## config.mk

```make
export PLATFORM = sky130hd
export DESIGN_NAME = seg7_scan_ctrl
export DESIGN_NICKNAME = d
export VERILOG_FILES = /design/src/rtl/seg7_scan_ctrl_pkg.sv /design/src/rtl/seg7_scan_ctrl_dec.sv /design/src/rtl/seg7_scan_ctrl.sv
export SDC_FILE = /design/constraint.sdc
export NUM_CORES = 1
export LEC_CHECK = 0
export BUFFER_PORTS_ARGS = -buffer_cell sky130_fd_sc_hd__buf_2
export CAP_MARGIN = 25
export CORE_MARGIN = 3
export CORE_UTILIZATION = 46
export CTS_CLUSTER_DIAMETER = 100
export DETAILED_ROUTE_END_ITERATION = 7
export GPL_TIMING_DRIVEN = 0
export PLACE_DENSITY_LB_ADDON = 0.12
export SYNTH_ARGS = -nofsm -noshare
export SYNTH_HDL_FRONTEND = slang
export SYNTH_HIERARCHICAL = 1
export SYNTH_SLANG_ARGS = --single-unit
export TNS_END_PERCENT = 20
```

## constraint.sdc

```tcl
create_clock -name clk -period 5.1 [get_ports clk]
set_input_delay 1.02 -clock clk [delete_from_list [all_inputs] [get_ports clk]]
set_output_delay 1.02 -clock clk [all_outputs]
set_load 0.03 [all_outputs]
```

## src/rtl/seg7_scan_ctrl_pkg.sv

```systemverilog
// Shared constants and types for the multiplexed 7-segment scan controller.
package seg7_scan_ctrl_pkg;

    localparam int unsigned BCD_W = 4;
    localparam int unsigned SEG_W = 7;

    // Segments a..g on [6:0], active-low: all ones is a dark digit.
    localparam logic [SEG_W-1:0] SEG_BLANK = 7'b1111111;

    typedef enum logic {
        ST_BLANK = 1'b0,
        ST_SHOW  = 1'b1
    } state_t;

endpackage

```

## src/rtl/seg7_scan_ctrl_dec.sv

```systemverilog
// BCD to active-low 7-segment decoder; codes 10..15 decode to a dark digit.
module seg7_scan_ctrl_dec
    import seg7_scan_ctrl_pkg::*;
(
    input  logic [BCD_W-1:0] bcd_i,
    output logic [SEG_W-1:0] seg_c_o
);

    always_comb begin
        seg_c_o = SEG_BLANK;
        case (bcd_i)
            4'd0:    seg_c_o = 7'b0000001;
            4'd1:    seg_c_o = 7'b1001111;
            4'd2:    seg_c_o = 7'b0010010;
            4'd3:    seg_c_o = 7'b0000110;
            4'd4:    seg_c_o = 7'b1001100;
            4'd5:    seg_c_o = 7'b0100100;
            4'd6:    seg_c_o = 7'b0100000;
            4'd7:    seg_c_o = 7'b0001111;
            4'd8:    seg_c_o = 7'b0000000;
            4'd9:    seg_c_o = 7'b0000100;
            default: seg_c_o = SEG_BLANK;
        endcase
    end

endmodule

```

## src/rtl/seg7_scan_ctrl.sv

```systemverilog
// Time-multiplexed scan controller for a common-anode multi-digit 7-segment display,
// with inter-digit blanking, frame-aligned data updates and leading-zero suppression.
module seg7_scan_ctrl
    import seg7_scan_ctrl_pkg::*;
#(
    parameter int unsigned NUM_DIGITS    = 4,
    parameter int unsigned REFRESH_DIV   = 50000,
    parameter int unsigned BLANK_CYCLES  = 16,
    parameter int unsigned AN_ACTIVE_LOW = 1
) (
    input  logic                          clk,
    input  logic                          rst_n,
    input  logic                          en,
    input  logic                          load,
    input  logic [BCD_W*NUM_DIGITS-1:0]   digits_in,
    input  logic [NUM_DIGITS-1:0]         dp_in,
    input  logic                          lz_blank_en,
    output logic [SEG_W-1:0]              seg,
    output logic                          dp,
    output logic [NUM_DIGITS-1:0]         an,
    output logic                          frame_done
);

    localparam int unsigned IDX_W = $clog2(NUM_DIGITS);
    localparam int unsigned CNT_W = $clog2(REFRESH_DIV);

    localparam logic [CNT_W-1:0]      CNT_LAST   = CNT_W'(REFRESH_DIV - 1);
    localparam logic [CNT_W-1:0]      BLANK_LAST = CNT_W'(BLANK_CYCLES - 1);
    localparam logic [IDX_W-1:0]      IDX_LAST   = IDX_W'(NUM_DIGITS - 1);
    localparam logic [NUM_DIGITS-1:0] AN_OFF     = (AN_ACTIVE_LOW != 0) ? {NUM_DIGITS{1'b1}} : '0;

    typedef logic [NUM_DIGITS-1:0][BCD_W-1:0] digits_t;

    state_t                  state_q, state_d;
    logic [IDX_W-1:0]        idx_q, idx_d;
    logic [CNT_W-1:0]        cnt_q, cnt_d;
    logic                    pending_q, pending_d;
    digits_t                 shadow_q, shadow_d;
    logic [NUM_DIGITS-1:0]   shadow_dp_q, shadow_dp_d;
    digits_t                 disp_q, disp_d;
    logic [NUM_DIGITS-1:0]   disp_dp_q, disp_dp_d;
    logic [SEG_W-1:0]        seg_q, seg_d;
    logic                    dp_q, dp_d;
    logic [NUM_DIGITS-1:0]   an_q, an_d;
    logic                    frame_done_q, frame_done_d;

    logic                    slot_end;
    logic                    boundary;
    logic [BCD_W-1:0]        dec_bcd;
    logic [SEG_W-1:0]        dec_seg;
    logic [NUM_DIGITS-1:0]   lz_zero;
    logic [NUM_DIGITS-1:0]   an_hot;
    logic                    zero_run;

    always_ff @(posedge clk) begin
        if (!rst_n) begin
            state_q <= ST_BLANK;
        end else begin
            state_q <= state_d;
        end
    end

    // Slot sequencing: BLANK then SHOW within each REFRESH_DIV-clock slot.
    always_comb begin
        state_d      = state_q;
        idx_d        = idx_q;
        cnt_d        = cnt_q;
        frame_done_d = 1'b0;
        slot_end     = (cnt_q == CNT_LAST);
        boundary     = 1'b0;
        if (!en) begin
            state_d = ST_BLANK;
            idx_d   = '0;
            cnt_d   = '0;
        end else begin
            cnt_d = slot_end ? '0 : cnt_q + CNT_W'(1);
            case (state_q)
                ST_BLANK: begin
                    if (cnt_q == BLANK_LAST) begin
                        state_d = ST_SHOW;
                    end
                end
                ST_SHOW: begin
                    if (slot_end) begin
                        state_d      = ST_BLANK;
                        boundary     = (idx_q == IDX_LAST);
                        idx_d        = boundary ? '0 : idx_q + IDX_W'(1);
                        frame_done_d = boundary;
                    end
                end
                default: state_d = ST_BLANK;
            endcase
        end
    end

    // Shadow capture and frame-aligned display update; a coincident load bypasses the shadow.
    always_comb begin
        shadow_d    = shadow_q;
        shadow_dp_d = shadow_dp_q;
        pending_d   = pending_q;
        disp_d      = disp_q;
        disp_dp_d   = disp_dp_q;
        if (load) begin
            shadow_d    = digits_in;
            shadow_dp_d = dp_in;
            pending_d   = 1'b1;
        end
        if (boundary) begin
            if (load) begin
                disp_d    = digits_in;
                disp_dp_d = dp_in;
            end else if (pending_q) begin
                disp_d    = shadow_q;
                disp_dp_d = shadow_dp_q;
            end
            pending_d = 1'b0;
        end
    end

    assign dec_bcd = disp_q[idx_d];

    seg7_scan_ctrl_dec u_dec (
        .bcd_i   (dec_bcd),
        .seg_c_o (dec_seg)
    );

    // Outputs follow the next state so anode and segments switch on the same edge.
    always_comb begin
        seg_d    = SEG_BLANK;
        dp_d     = 1'b1;
        an_d     = AN_OFF;
        lz_zero  = '0;
        zero_run = 1'b1;
        an_hot   = NUM_DIGITS'(1) << idx_d;
        for (int k = NUM_DIGITS - 1; k >= 0; k--) begin
            zero_run   = zero_run & (disp_q[k] == '0);
            lz_zero[k] = zero_run;
        end
        if (state_d == ST_SHOW) begin
            seg_d = (lz_blank_en && (idx_d != '0) && lz_zero[idx_d]) ? SEG_BLANK : dec_seg;
            dp_d  = ~disp_dp_q[idx_d];
            an_d  = (AN_ACTIVE_LOW != 0) ? ~an_hot : an_hot;
        end
    end

    always_ff @(posedge clk) begin
        if (!rst_n) begin
            idx_q        <= '0;
            cnt_q        <= '0;
            pending_q    <= 1'b0;
            shadow_q     <= '0;
            shadow_dp_q  <= '0;
            disp_q       <= '0;
            disp_dp_q    <= '0;
            seg_q        <= SEG_BLANK;
            dp_q         <= 1'b1;
            an_q         <= AN_OFF;
            frame_done_q <= 1'b0;
        end else begin
            idx_q        <= idx_d;
            cnt_q        <= cnt_d;
            pending_q    <= pending_d;
            shadow_q     <= shadow_d;
            shadow_dp_q  <= shadow_dp_d;
            disp_q       <= disp_d;
            disp_dp_q    <= disp_dp_d;
            seg_q        <= seg_d;
            dp_q         <= dp_d;
            an_q         <= an_d;
            frame_done_q <= frame_done_d;
        end
    end

    assign seg        = seg_q;
    assign dp         = dp_q;
    assign an         = an_q;
    assign frame_done = frame_done_q;

endmodule
```

# Word-level counts from Yosys, hierarchy flattened

Memories as Yosys holds them, arrays and structs flattened. A register that Yosys moved wholly into a read port is not among the register bits.
Cells that the tools add are included.

Memories kept: 1
Bits in latches: 0
Input bits: 25
Bits in writable memories: 0
Bits in registers: 66
Logic and storage cells: 68
Bits in read-only memories: 112

Memory list:

| memory          | words | bits a word | rd ports | clocked after memory_dff | write ports | RTL line                 | text |
|---|---|---|---|---|---|---|---|
| (no name shown) | 16    | 7           | 1        | 1                        | 0           | seg7_scan_ctrl_dec.sv:11 | `case (bcd_i)` |

Eq/ne operators: 3
Divide/modulo/power cells: 0
Bitwise operators: 9
$mul: 0
Reduce and logical (&&, ||, !) cells: 13
Shift-type cells: 1
Add/subtract/negate cells: 2
$lt $le $gt $ge: 1
Mux-type cells: 21

Operators by type and width:

| kind                    | number |
|---|---|
| $mux W16                | 2 |
| $add A16 B1 Y16 const B | 1 |
| $eq A16 B16 Y1 const B  | 1 |
| $eq A16 B4 Y1 const B   | 1 |
| $logic_not A4 Y1        | 4 |
| $mux W4                 | 3 |
| $bmux W4 S2             | 1 |
| $mux W1                 | 8 |
| $mux W2                 | 4 |
| $reduce_or A3 Y1        | 2 |
| $not A1 Y1              | 5 |
| $bmux W1 S2             | 2 |
| $not A4 Y4              | 1 |
| $reduce_and A2 Y1       | 2 |
| $reduce_bool A2 Y1      | 2 |
| $shl A1 B2 Y4 const A   | 1 |
| $and A1 B1 Y1           | 3 |
| $lt A2 B3 Y1 const B    | 1 |
| $add A2 B1 Y2 const B   | 1 |
| $eq A2 B2 Y1 const B    | 1 |
| $logic_and A1 B1 Y1     | 2 |
| $pmux W1 S2             | 1 |
| $reduce_or A2 Y1        | 1 |

# Longest topological paths before layout

Gate-level depths: netlist of run 1.

Depth after elaboration: 9
Gate-level depth with buffers: 14
Gate-level depth less buffers: 12

# Cells and area by module

Netlist of run 1, hierarchy kept.

By module, submodules not included:

| module             | cells an instance | times used | area an instance (µm²) |
|---|---|---|---|
| seg7_scan_ctrl     | 338               | 1          | 3113.0 |
| seg7_scan_ctrl_dec | 33                | 1          | 210.2 |

# Worst setup path before layout of run 1

No wires, ideal clock.

Path kind: input to register
From: input en
To: register seg_q[3], in the netlist seg[3]
Path buffers: 1
Arrival time: 2.746 ns
Stages on the path: 12
Slack: 2.228 ns
Data required time: 4.974 ns
Path through: buf_6 > inv_1 > nor3b_1 > o21ai_0 > o31ai_1 > a221o_1 > inv_1 > ha_1 > or2_1 > a21oi_2 > a31oi_1 > nand3b_1

Elaborated cells on any way between the ends: 11
Those cells by class: 6 x mux; 1 x bitwise; 4 x reduce/logical

RTL lines:

| element                       | RTL line              | text |
|---|---|---|
| start: declaration            | seg7_scan_ctrl.sv:13  | `input logic en,` |
| $mux W2                       | seg7_scan_ctrl.sv:71  | `if (!en) begin` |
| $bmux W4 S2                   | seg7_scan_ctrl.sv:120 | `assign dec_bcd = disp_q[idx_d];` |
| $mux W4 (not written as such) | seg7_scan_ctrl.sv:120 |  |
| via dec_bcd[1]                | seg7_scan_ctrl.sv:49  | `logic [BCD_W-1:0] dec_bcd;` |
| end: declaration              | seg7_scan_ctrl.sv:42  | `logic [SEG_W-1:0] seg_q, seg_d;` |

The timed path passes the listed nets, and every way through them passes these cells. The select of a mux whose other input is x is not followed.
A chain may end at the register's enable or synchronous reset.

# Final worst setup path of run 1

From: register cnt_q[0]
To: register seg_q[3], in the netlist seg[3]

Elaborated cells on any way between the ends: 18
Those cells by class: 2 x eq/ne; 11 x mux; 1 x bitwise; 4 x reduce/logical

RTL lines:

| element                       | RTL line              | text |
|---|---|---|
| start: declaration            | seg7_scan_ctrl.sv:36  | `logic [CNT_W-1:0] cnt_q, cnt_d;` |
| start signal: assignment      | seg7_scan_ctrl.sv:161 | `cnt_q <= cnt_d;` |
| $eq A16 B16 Y1                | seg7_scan_ctrl.sv:69  | `slot_end = (cnt_q == CNT_LAST);` |
| $mux W2                       | seg7_scan_ctrl.sv:84  | `if (slot_end) begin` |
| $mux W2                       | seg7_scan_ctrl.sv:77  | `case (state_q)` |
| $mux W2                       | seg7_scan_ctrl.sv:71  |  |
| $bmux W4 S2                   | seg7_scan_ctrl.sv:120 |  |
| $mux W4 (not written as such) | seg7_scan_ctrl.sv:120 |  |
| via dec_bcd[1]                | seg7_scan_ctrl.sv:49  |  |

The timed path passes the listed nets, and every way through them passes these cells. The select of a mux whose other input is x is not followed.

==> impl_metrics.tcl, run 1 <==
set metrics [dict create \
    syn-cell-area_mm2 0.003323 \
    design.core.area_mm2 0.006907 \
    rows 30 \
    maxCapViolations 0 \
    wire_per_inst_um 12.86 \
    crit_fanout 9 \
    fmax_mhz 331.3 \
    clk_latency_ns 0.35 \
    crit_arrival_ns 3.24 \
    ys.flop_type "dfxtp_1" \
    dr.pass1.iters 4 \
    tns_ns 0 \
    crit_type "flip-flop to flip-flop" \
    clk_pin_slew_ns 0.07 \
    clk_path_buf_depth 2 \
    grt_max_degree 14 \
    grt_usage_pct 17.16 \
    drt_iter0_markers 199 \
    grt-ovfl-total 0 \
    slowest_stage "dfxtp_1" \
    dp_hpwl_mm 4.922 \
    clock_skew_ns 0.006549 \
    drive_above_1_share_pct 18.53 \
    cts.sinks 73 \
    worstMarginPinSlew_ns 0.7505 \
    cts-root-buf "clkbuf_8" \
    syn_inst 371 \
    start_util_pct 48.12 \
    drt_wl_total_mm 6.648 \
    ys_seq_elements 73 \
    fin_util_pct 55.47 \
    worst_setup_path_end_kind "flip-flop" \
    via_per_inst 5.064 \
    status "completed" \
    hp-class "flip-flop to flip-flop" \
    relSlewSlack_pct 49.97 \
    dr_total_vias 2618 \
    ys_types 49 \
    pin_count 38 \
    fillCellCount 686 \
    crit_chain "ha_1 > and3_1 > clkbuf_2 > nand3_1 > or2_1 > buf_6 > o31ai_1 > a221o_1 > inv_1 > ha_1 > or2_1 > a21oi_2 > a31oi_1 > nand3b_1" \
    synth_nets 403 \
    slew_violations 0 \
    critPathRequiredTime_ns 5.32 \
    area_growth_pct 15.29 \
    globalplace.congestion 0.8841 \
    async_flop_share_pct 0 \
    antenna_cells 0 \
    numCtsBuffers 9 \
    syn_area_per_cell_um2 8.957 \
    r2r_slack_ns 2.08 \
    setup_slack_ns 2.082 \
    ys_seq_area_share_pct 43.98 \
    grt_pass1_wl_mm 11.47 \
    antenna_found_initial 0 \
    p_leak_nw 1.573 \
    setup_violations 0 \
    cp_slowest_stage_delay_ns 0.37 \
    yosys_warnings 6 \
    h-tree-depth 3 \
    synth_edf_count 0 \
    finalNetCount 448 \
    fin_area_mm2 0.003831 \
    dieArea_mm2 0.008280 \
    instances_no_fill 517 \
    cts_setup_buffers 0 \
    ctsResizeCount 0 \
    ir_drop_uv 152.9 \
    drcViolationCount 0 \
    io_buffers 34 \
    pre_cts_ws_ns 1.917 \
    die_h_um 91.00 \
    cts_tree "done" \
    min_period_ns 3.018 \
    rsz0062_at_grt "no" \
    die_w_um 91.00 \
    crit_path_start_kind "flip-flop" \
    cts_hold_buf 0 \
    place_inst 501 \
    ant_nets 0 \
    grt_pass1_vias 2457 \
    min_period_over_period_pct 59.18 \
    powerDensity_mw_per_mm2 292.7 \
    postPlaceCellArea_mm2 0.003613 \
    finalHoldViolCount 0 \
]
-- cell usage in the layout, fill, tap and decap left out, drive strengths merged, types with 4 or more instances in the layout --
cell type and count:
xor2 8, nor2b 22, nand2b 4, nand2 55, a21oi 7, mux2 5, buf 50, ha 7
nor2 32, nand3 33, nor4 4, nand4 6, o21ai 17, inv 8, clkbuf 16, mux2i 26
nand3b 7, and3 4, dfxtp 73, xnor2 6
-- final cells by class --
class	count	area (um2)	area share, %
multi-input cells	268	1687	44.02
flip-flops and latches	73	1461	38.15
repair buffers	34	170.2	4.442
plain buffers	23	148.9	3.886
clock buffers	9	123.9	3.233
well taps	96	120.1	3.135
clock inverters	7	93.84	2.449
inverters	7	26.28	0.6858
-- sequential cells by signal, indices dropped and copies added (netlist names) --
| register | cells |
|---|---|
| disp_dp_q | 4 |
| shadow_dp_q | 4 |
| state_q | 1 |
| idx_q | 2 |
| cnt_q | 16 |
| disp_q | 16 |
| seg | 7 |
| shadow_q | 16 |
| pending_q | 1 |
| an | 4 |
| dp | 1 |
| frame_done | 1 |
-- synth_stat cells, types with 2 or more instances --
| library cell | number | area [um2] |
|---|---|---|
| dfxtp_1 | 73 | 1461 |
| nand2_1 | 55 | 206.5 |
| nand3_1 | 32 | 160.2 |
| nor2_1 | 32 | 120.1 |
| mux2i_1 | 26 | 260.3 |
| nor2b_1 | 22 | 137.6 |
| o21ai_0 | 17 | 85.08 |
| xor2_1 | 8 | 70.07 |
| buf_6 | 7 | 78.83 |
| ha_1 | 7 | 87.58 |
| inv_1 | 7 | 26.28 |
| nand3b_1 | 7 | 52.55 |
| a21oi_1 | 6 | 30.03 |
| clkbuf_1 | 6 | 22.52 |
| xnor2_1 | 6 | 52.55 |
| nand4_1 | 5 | 31.28 |
| buf_1 | 4 | 15.01 |
| buf_2 | 4 | 20.02 |
| mux2_2 | 4 | 45.04 |
| nand2b_1 | 4 | 25.02 |
| a221o_1 | 3 | 30.03 |
| nor4_1 | 3 | 18.77 |
| a31oi_1 | 2 | 12.51 |
| and3_1 | 2 | 12.51 |
| and4_1 | 2 | 17.52 |
| nor3_1 | 2 | 10.01 |
| nor3b_1 | 2 | 15.01 |
| or2_1 | 2 | 12.51 |
-- layer usage --
layer | vias up | GRT usage (%) | wire [um]
met4 | 0 | 8.417 | 102
li1 | 1358 | - | -
met1 | 1195 | 23.59 | 3334
met3 | 9 | 3.314 | 301
met5 | - | 0 | 0
met2 | 56 | 25.69 | 2909
-- path summary, 6_finish.rpt --
path	from	endpoint	depth (start not counted)
min reg2reg	disp_dp_q[1]$_SDFFE_PN0P_	disp_dp_q[1]$_SDFFE_PN0P_	2
max	cnt_q[0]$_SDFF_PP0_	seg[3]$_SDFF_PP1_	14
min	disp_dp_q[1]$_SDFFE_PN0P_	disp_dp_q[1]$_SDFFE_PN0P_	2
max reg2reg	cnt_q[0]$_SDFF_PP0_	seg[3]$_SDFF_PP1_	14
-- cells by family after synthesis --
kind of cell    after synthesis  share of synthesized area, %
mux                          31                         9.638
compound gates               35                         6.664
flops                        73                         43.98
buf+inv                      30                         5.271
xor+xnor                     14                         3.690
fa+ha+maj                     7                         2.635
simple gates                181                         28.13
-- critical path, delay by kind of cell (launching register included) --
kind	cells	cell delay [ns]
AOI/OAI and AO/OA	4	0.90
and+or+nand+nor	5	0.82
buffers and inverters	3	0.42
DFF	1	0.37
adders and majority gates	2	0.37
-- per-stage QoR --
step	hold slack [ns]	total power, mW
4_1_cts	0.4553	1.139
5_1_grt	0.4787	1.165
3_5_place_dp	0.4442	0.6446
2_1_floorplan	0.4286	0.6280
3_3_place_gp	0.4406	0.6433
6_report	0.4524	1.121
-- power breakdown --
group	internal (mW)	total, mW	leakage, nW	switching (mW)
clock network	0.275	0.491	0.106	0.216
logic	0.0219	0.0476	0.875	0.0257
registers	0.580	0.583	0.593	0.00308
total	0.877	1.12	1.57	0.244
No activity file was read; power rests on OpenSTA's default activity.
==> run 2: changes to the inputs <==
--- a/config.mk
+++ b/config.mk
@@ -5,6 +5,7 @@
 export SDC_FILE = /design/constraint.sdc
 export NUM_CORES = 1
 export LEC_CHECK = 0
+export ABC_AREA = 1
 export BUFFER_PORTS_ARGS = -buffer_cell sky130_fd_sc_hd__buf_2
 export CAP_MARGIN = 25
 export CORE_MARGIN = 3
==> constraint.sdc (replaced) <==
create_clock -name clk -period 3 [get_ports clk]
set_input_delay 0.6 -clock clk [delete_from_list [all_inputs] [get_ports clk]]
set_output_delay 0.6 -clock clk [all_outputs]
set_load 0.03 [all_outputs]
==> run 2 against run 1 <==
Clock skew grew 0.0046 ns. Register-to-register slack lost 1.8 ns. Core utilization grew 0.78 points. Critical path depth grew 2. First-iteration DRC count shrank 60%. Critical endpoint unchanged. Largest power group unchanged. Highest routed layer unchanged.
==> impl_metrics.tcl, run 2 <==
set metrics [dict create \
    grt-ovfl-total 0 \
    synth_edf_count 0 \
    die_w_um 88.79 \
    setup_violations 0 \
    synth_most_common_cell "nand2_1" \
    start_util_pct 48.55 \
    numCtsBuffers 9 \
    ys.flop_type "dfxtp_1" \
    syn_inst 405 \
    crit_fanout 7 \
    fmax_mhz 372.5 \
    cp_top_family "simple AND/OR/NAND/NOR gates" \
    yosys.area.top_type_share_pct 46.35 \
    pre_cts_ws_ns -0.0007980 \
    ir_drop_uv 259.8 \
    cts.sinks 73 \
    grt_max_degree 14 \
    layout_commonest_cell "nand2_1" \
    wire_per_inst_um 11.86 \
    dieArea_mm2 0.007884 \
    yosys.area.top_type "dfxtp_1" \
    ys_seq_area_share_pct 46.35 \
    grt_pass1_wl_mm 11.00 \
    slew_violations 0 \
    maxCapViolations 0 \
    p_leak_nw 1.577 \
    grt_usage_pct 17.94 \
    critPathRequiredTime_ns 3.21 \
    die_h_um 88.79 \
    yosys_warnings 6 \
    fin_util_pct 56.25 \
    clk_latency_ns 0.34 \
    syn_area_per_cell_um2 7.785 \
    relSlewSlack_pct 52.81 \
    rsz0062_at_grt "no" \
    crit_path_start_kind "flip-flop" \
    min_period_over_period_pct 89.49 \
    dp_hpwl_mm 4.822 \
    postPlaceCellArea_mm2 0.003430 \
    slowest_stage "dfxtp_1" \
    h-tree-depth 3 \
    clk_path_buf_depth 2 \
    powerDensity_mw_per_mm2 499.3 \
    cts_tree "done" \
    drt_iter0_markers 79 \
    rows 29 \
    cts_setup_buffers 0 \
    grt_pass1_vias 2433 \
    synth_nets 437 \
    hp-class "flip-flop to flip-flop" \
    dr.pass1.iters 4 \
    min_period_ns 2.685 \
    design.core.area_mm2 0.006495 \
    status "completed" \
    ys_seq_elements 73 \
    cp_slowest_stage_delay_ns 0.36 \
    drt_wl_total_mm 6.331 \
    final_cell_mix "nand2_1, dfxtp_1, nor2_1" \
    cts-root-buf "clkbuf_8" \
    setup_slack_ns 0.3154 \
    synth_area_leaders "dfxtp_1, nand2_1, mux2i_1" \
    globalplace.congestion 0.8140 \
    ant_nets 0 \
    crit_chain "ha_1 > nand3_2 > nor2_2 > nand4_1 > nand3_2 > inv_1 > nor2_4 > nand2_1 > nand4_1 > inv_1 > ha_1 > nand2_1 > nand3_1 > nand2_1 > inv_1 > nand3_1" \
    clock_skew_ns 0.01111 \
    finalNetCount 484 \
    ys_types 31 \
    finalHoldViolCount 0 \
    synth_common_cells "nand2_1, dfxtp_1, nor2_1" \
    antenna_found_initial 0 \
    clk_pin_slew_ns 0.07 \
    place_inst 518 \
    fin_area_mm2 0.003654 \
    worst_setup_path_end_kind "flip-flop" \
    crit_arrival_ns 2.90 \
    syn-cell-area_mm2 0.003153 \
    instances_no_fill 534 \
    via_per_inst 4.860 \
    drive_above_1_share_pct 17.72 \
    cp.buffers_inverters 3 \
    worstMarginPinSlew_ns 0.7078 \
    whs_ns 0.4523 \
    crit_type "flip-flop to flip-flop" \
    antenna_cells 0 \
    pin_count 38 \
    dr_total_vias 2595 \
    reg.largest.list "cnt_q: 16 flops, disp_q: 16 flops, shadow_q: 16 flops" \
    io_buffers 36 \
    async_flop_share_pct 0 \
    drcViolationCount 0 \
    area_growth_pct 15.87 \
]
-- run 2: cell type report --
type | instances | area [um2]
Tap cell | 77 | 96.34
Clock inverter | 6 | 68.82
Multi-Input combinational cell | 276 | 1498
Buffer | 13 | 60.06
Inverter | 43 | 161.4
Fill cell | 622 | 2841
Timing Repair Buffer | 36 | 180.2
Sequential cell | 73 | 1461
Clock buffer | 10 | 127.6
-- run 2: routing by layer --
metal,GRT usage [%],up-vias,routed length (um)
met5,0,-,0
met4,5.769,0,80
met3,4.469,10,168
met2,29.89,36,3028
met1,22.72,1153,3053
li1,-,1396,-
-- run 2: per-stage QoR --
stage | setup TNS [ns] | total power [mW]
2_1_floorplan | 0 | 1.064
3_3_place_gp | 0 | 1.093
3_5_place_dp | -0.0007980 | 1.095
4_1_cts | 0 | 1.845
5_1_grt | 0 | 1.903
6_report | 0 | 1.824
-- run 2: path summary, 6_finish.rpt --
kind                                   from                        end  slack, ns  cells past startpoint
setup reg to reg        cnt_q[0]$_SDFF_PP0_          seg[3]$_SDFF_PP1_       0.32                     16
hold / removal    disp_dp_q[2]$_SDFFE_PN0P_  disp_dp_q[2]$_SDFFE_PN0P_       0.45                      2
hold reg to reg   disp_dp_q[2]$_SDFFE_PN0P_  disp_dp_q[2]$_SDFFE_PN0P_       0.45                      2
setup / recovery        cnt_q[0]$_SDFF_PP0_          seg[3]$_SDFF_PP1_       0.32                     16
-- run 2: power by group --
part / switching, mW / internal [mW]
Clock: 0.366 / 0.387
Sequential: 0.00472 / 0.986
Combinational: 0.0467 / 0.0334
-- run 2: repair_timing --
action,in CTS,in global routing
resized for setup,1,6
pin swaps,0,1
endpoints found under the setup margin,1,6
hold buffers,0,0
-- run 2: cells by family after synthesis --
family                     share of synthesized area (%)
and+or+nand+nor                                    30.28
DFF                                                46.35
buffers and inverters                              7.023
xor gates and xnor gates                           1.111
AOI/OAI and AO/OA                                  6.111
muxes                                              6.349
adders and majority gates                          2.778
-- run 2: worst min-delay path, stage by stage, from the launching register on --
cell,delay (ns)
dfxtp_1,0.30
inv_1,0.06
a21oi_1,0.05
==> run 3: changes to the inputs <==
--- a/config.mk
+++ b/config.mk
@@ -12,7 +12,6 @@
 export CORE_UTILIZATION = 46
 export CTS_CLUSTER_DIAMETER = 100
 export DETAILED_ROUTE_END_ITERATION = 7
-export GPL_TIMING_DRIVEN = 0
 export PLACE_DENSITY_LB_ADDON = 0.12
 export SYNTH_ARGS = -nofsm -noshare
 export SYNTH_HDL_FRONTEND = slang
==> run 3 against run 2 <==
Sequential share of layout area about the same. Global-route usage down 0.18 points. Sequential cell count unchanged. Combinational power down 3.9%. Critical path depth unchanged. Wire length down 0.44%. Maximum frequency up 0.64%. Largest cell class unchanged.
==> impl_metrics.tcl, run 3 (synthesized netlist as in run 2, its figures left out) <==
set metrics [dict create \
    drt_wl_total_mm 6.303 \
    grt-ovfl-total 0 \
    critPathRequiredTime_ns 3.20 \
    cts_tree "done" \
    fmax_mhz 374.9 \
    maxCapViolations 0 \
    cts.sinks 73 \
    cts_setup_buffers 0 \
    comb_power_share_pct 4.0 \
    clock_skew_ns 0.005468 \
    cts-root-buf "clkbuf_8" \
    finalHoldViolCount 0 \
    clk_path_buf_depth 2 \
    crit_path_start_kind "flip-flop" \
    numCtsBuffers 9 \
    drcViolationCount 0 \
    grt_pass1_vias 2451 \
    pwr-share-seq_pct 51.4 \
    p_switching_uw 379.2 \
    ir_drop_uv 440.0 \
    min_period_ns 2.667 \
    design.core.area_mm2 0.006495 \
    clk_latency_ns 0.34 \
    p_clk_share_pct 44.6 \
    die_h_um 88.79 \
    clk_pin_slew_ns 0.07 \
    fillCellCount 637 \
    relSlewSlack_pct 59.63 \
    grt_usage_pct 17.75 \
    worstSetupStartpoint "cnt_q[0]$_SDFF_PP0_" \
    dr_total_vias 2634 \
    fin_area_mm2 0.003651 \
    hp-class "flip-flop to flip-flop" \
    crit_type "flip-flop to flip-flop" \
    reg.largest.list "cnt_q: 16 flops, disp_q: 16 flops, shadow_q: 16 flops" \
    postPlaceCellArea_mm2 0.003405 \
    ant_nets 0 \
    tns_ns 0 \
    via_per_inst 5.017 \
    grt_pass1_wl_mm 10.81 \
    rsz0062_at_grt "no" \
    wire_per_inst_um 12.01 \
    start_util_pct 48.55 \
    globalplace.congestion 0.9178 \
    hp-start "cnt_q[0]$_SDFF_PP0_" \
    io_buffers 37 \
    setup_violations 0 \
    drive_above_1_share_pct 17.86 \
    layout_commonest_cell "nand2_1" \
    pin_count 38 \
    crit_arrival_ns 2.87 \
    die_w_um 88.79 \
    crit_fanout 7 \
    final_cell_mix "nand2_1, dfxtp_1, nor2_1" \
    h-tree-depth 3 \
    dp_hpwl_mm 4.605 \
    r2r_start "cnt_q[0]$_SDFF_PP0_" \
    status "completed" \
    finalNetCount 476 \
    p_leak_nw 1.592 \
    swShare_pct 19.64 \
    rows 29 \
    worst_setup_path_end_kind "flip-flop" \
    slew_violations 0 \
    intPower_mw 1.551 \
    powerDensity_mw_per_mm2 528.7 \
    grt_max_degree 38 \
    dr.pass1.iters 6 \
    min_period_over_period_pct 88.91 \
    dieArea_mm2 0.007884 \
    antenna_cells 0 \
    worstMarginPinSlew_ns 0.6047 \
    drt_iter0_markers 95 \
    antenna_found_initial 0 \
    area_growth_pct 15.79 \
]
## run 3: repair_timing
action | CTS | global route
hold buffers | 0 | 0
hold endpoints to repair | 0 | 0
endpoints found under the setup margin | 0 | 5
gates resized for setup | 0 | 5
## run 3: layer usage
metal,track usage [%],up-vias,part of all wire [%]
met2,28.41,66,46
met5,0,-,0
met3,6.425,16,4.9
li1,-,1382,-
met4,8.516,0,2.7
met1,21.09,1170,46
## run 3: worst paths after layout
path | slack, ns | cells past startpoint | to
setup / recovery | 0.33 | 16 | seg[3]$_SDFF_PP1_
hold / removal | 0.45 | 1 | cnt_q[0]$_SDFF_PP0_
setup reg to reg | 0.33 | 16 | seg[3]$_SDFF_PP1_
hold reg to reg | 0.45 | 1 | cnt_q[0]$_SDFF_PP0_
## run 3: final cells by class
cell class | count | area [um2] | share of cell area [%]
clock inverter | 2 | 60.06 | 1.645
clock buffer | 13 | 168.9 | 4.626
multi-input combinational | 276 | 1488 | 40.75
timing repair buffer | 41 | 215.2 | 5.894
sequential | 73 | 1461 | 40.03
inverter | 43 | 161.4 | 4.421
tap | 77 | 96.34 | 2.639
## run 3: power by group through the flow
| stage | Combinational (mW) | Clock [mW] | Sequential (mW) |
|---|---|---|---|
| CTS | 0.0784 | 0.888 | 0.992 |
| global placement | 0.0776 | 0 | 1.01 |
| global route | 0.0882 | 0.928 | 0.992 |
| finish | 0.0769 | 0.862 | 0.992 |
| detailed placement | 0.0783 | 0 | 1.01 |
| floorplan | 0.0512 | 0 | 1.01 |
## run 3: critical path: stages (launching register included)
cell     delay, ns
dfxtp_1       0.35
ha_1          0.21
nand3_2       0.15
nor2_2        0.18
nand4_1       0.10
nand3_1       0.22
inv_1         0.17
nor2_2        0.20
nand2_1       0.07
nand4_1       0.13
inv_1         0.11
ha_1          0.29
nand2_1       0.06
nand3_1       0.10
nand2_1       0.05
inv_1         0.05
nand3_1       0.08
## run 3: stage by stage
step / total power, mW / hold WS [ns] / instances / worst slack [ns] / util [%]
floorplan: 1.064 / 0.4175 / 405 / 0.5145 / -
global placement: 1.091 / 0.4304 / 510 / 0.3181 / 52.42
detailed placement: 1.092 / 0.4410 / 510 / 0.1966 / 52.42
CTS: 1.958 / 0.4505 / 525 / 0.1899 / 55.94
global route: 2.008 / 0.4602 / 525 / 0.05380 / 56.21
finish: 1.930 / 0.4463 / 525 / 0.3326 / 56.21
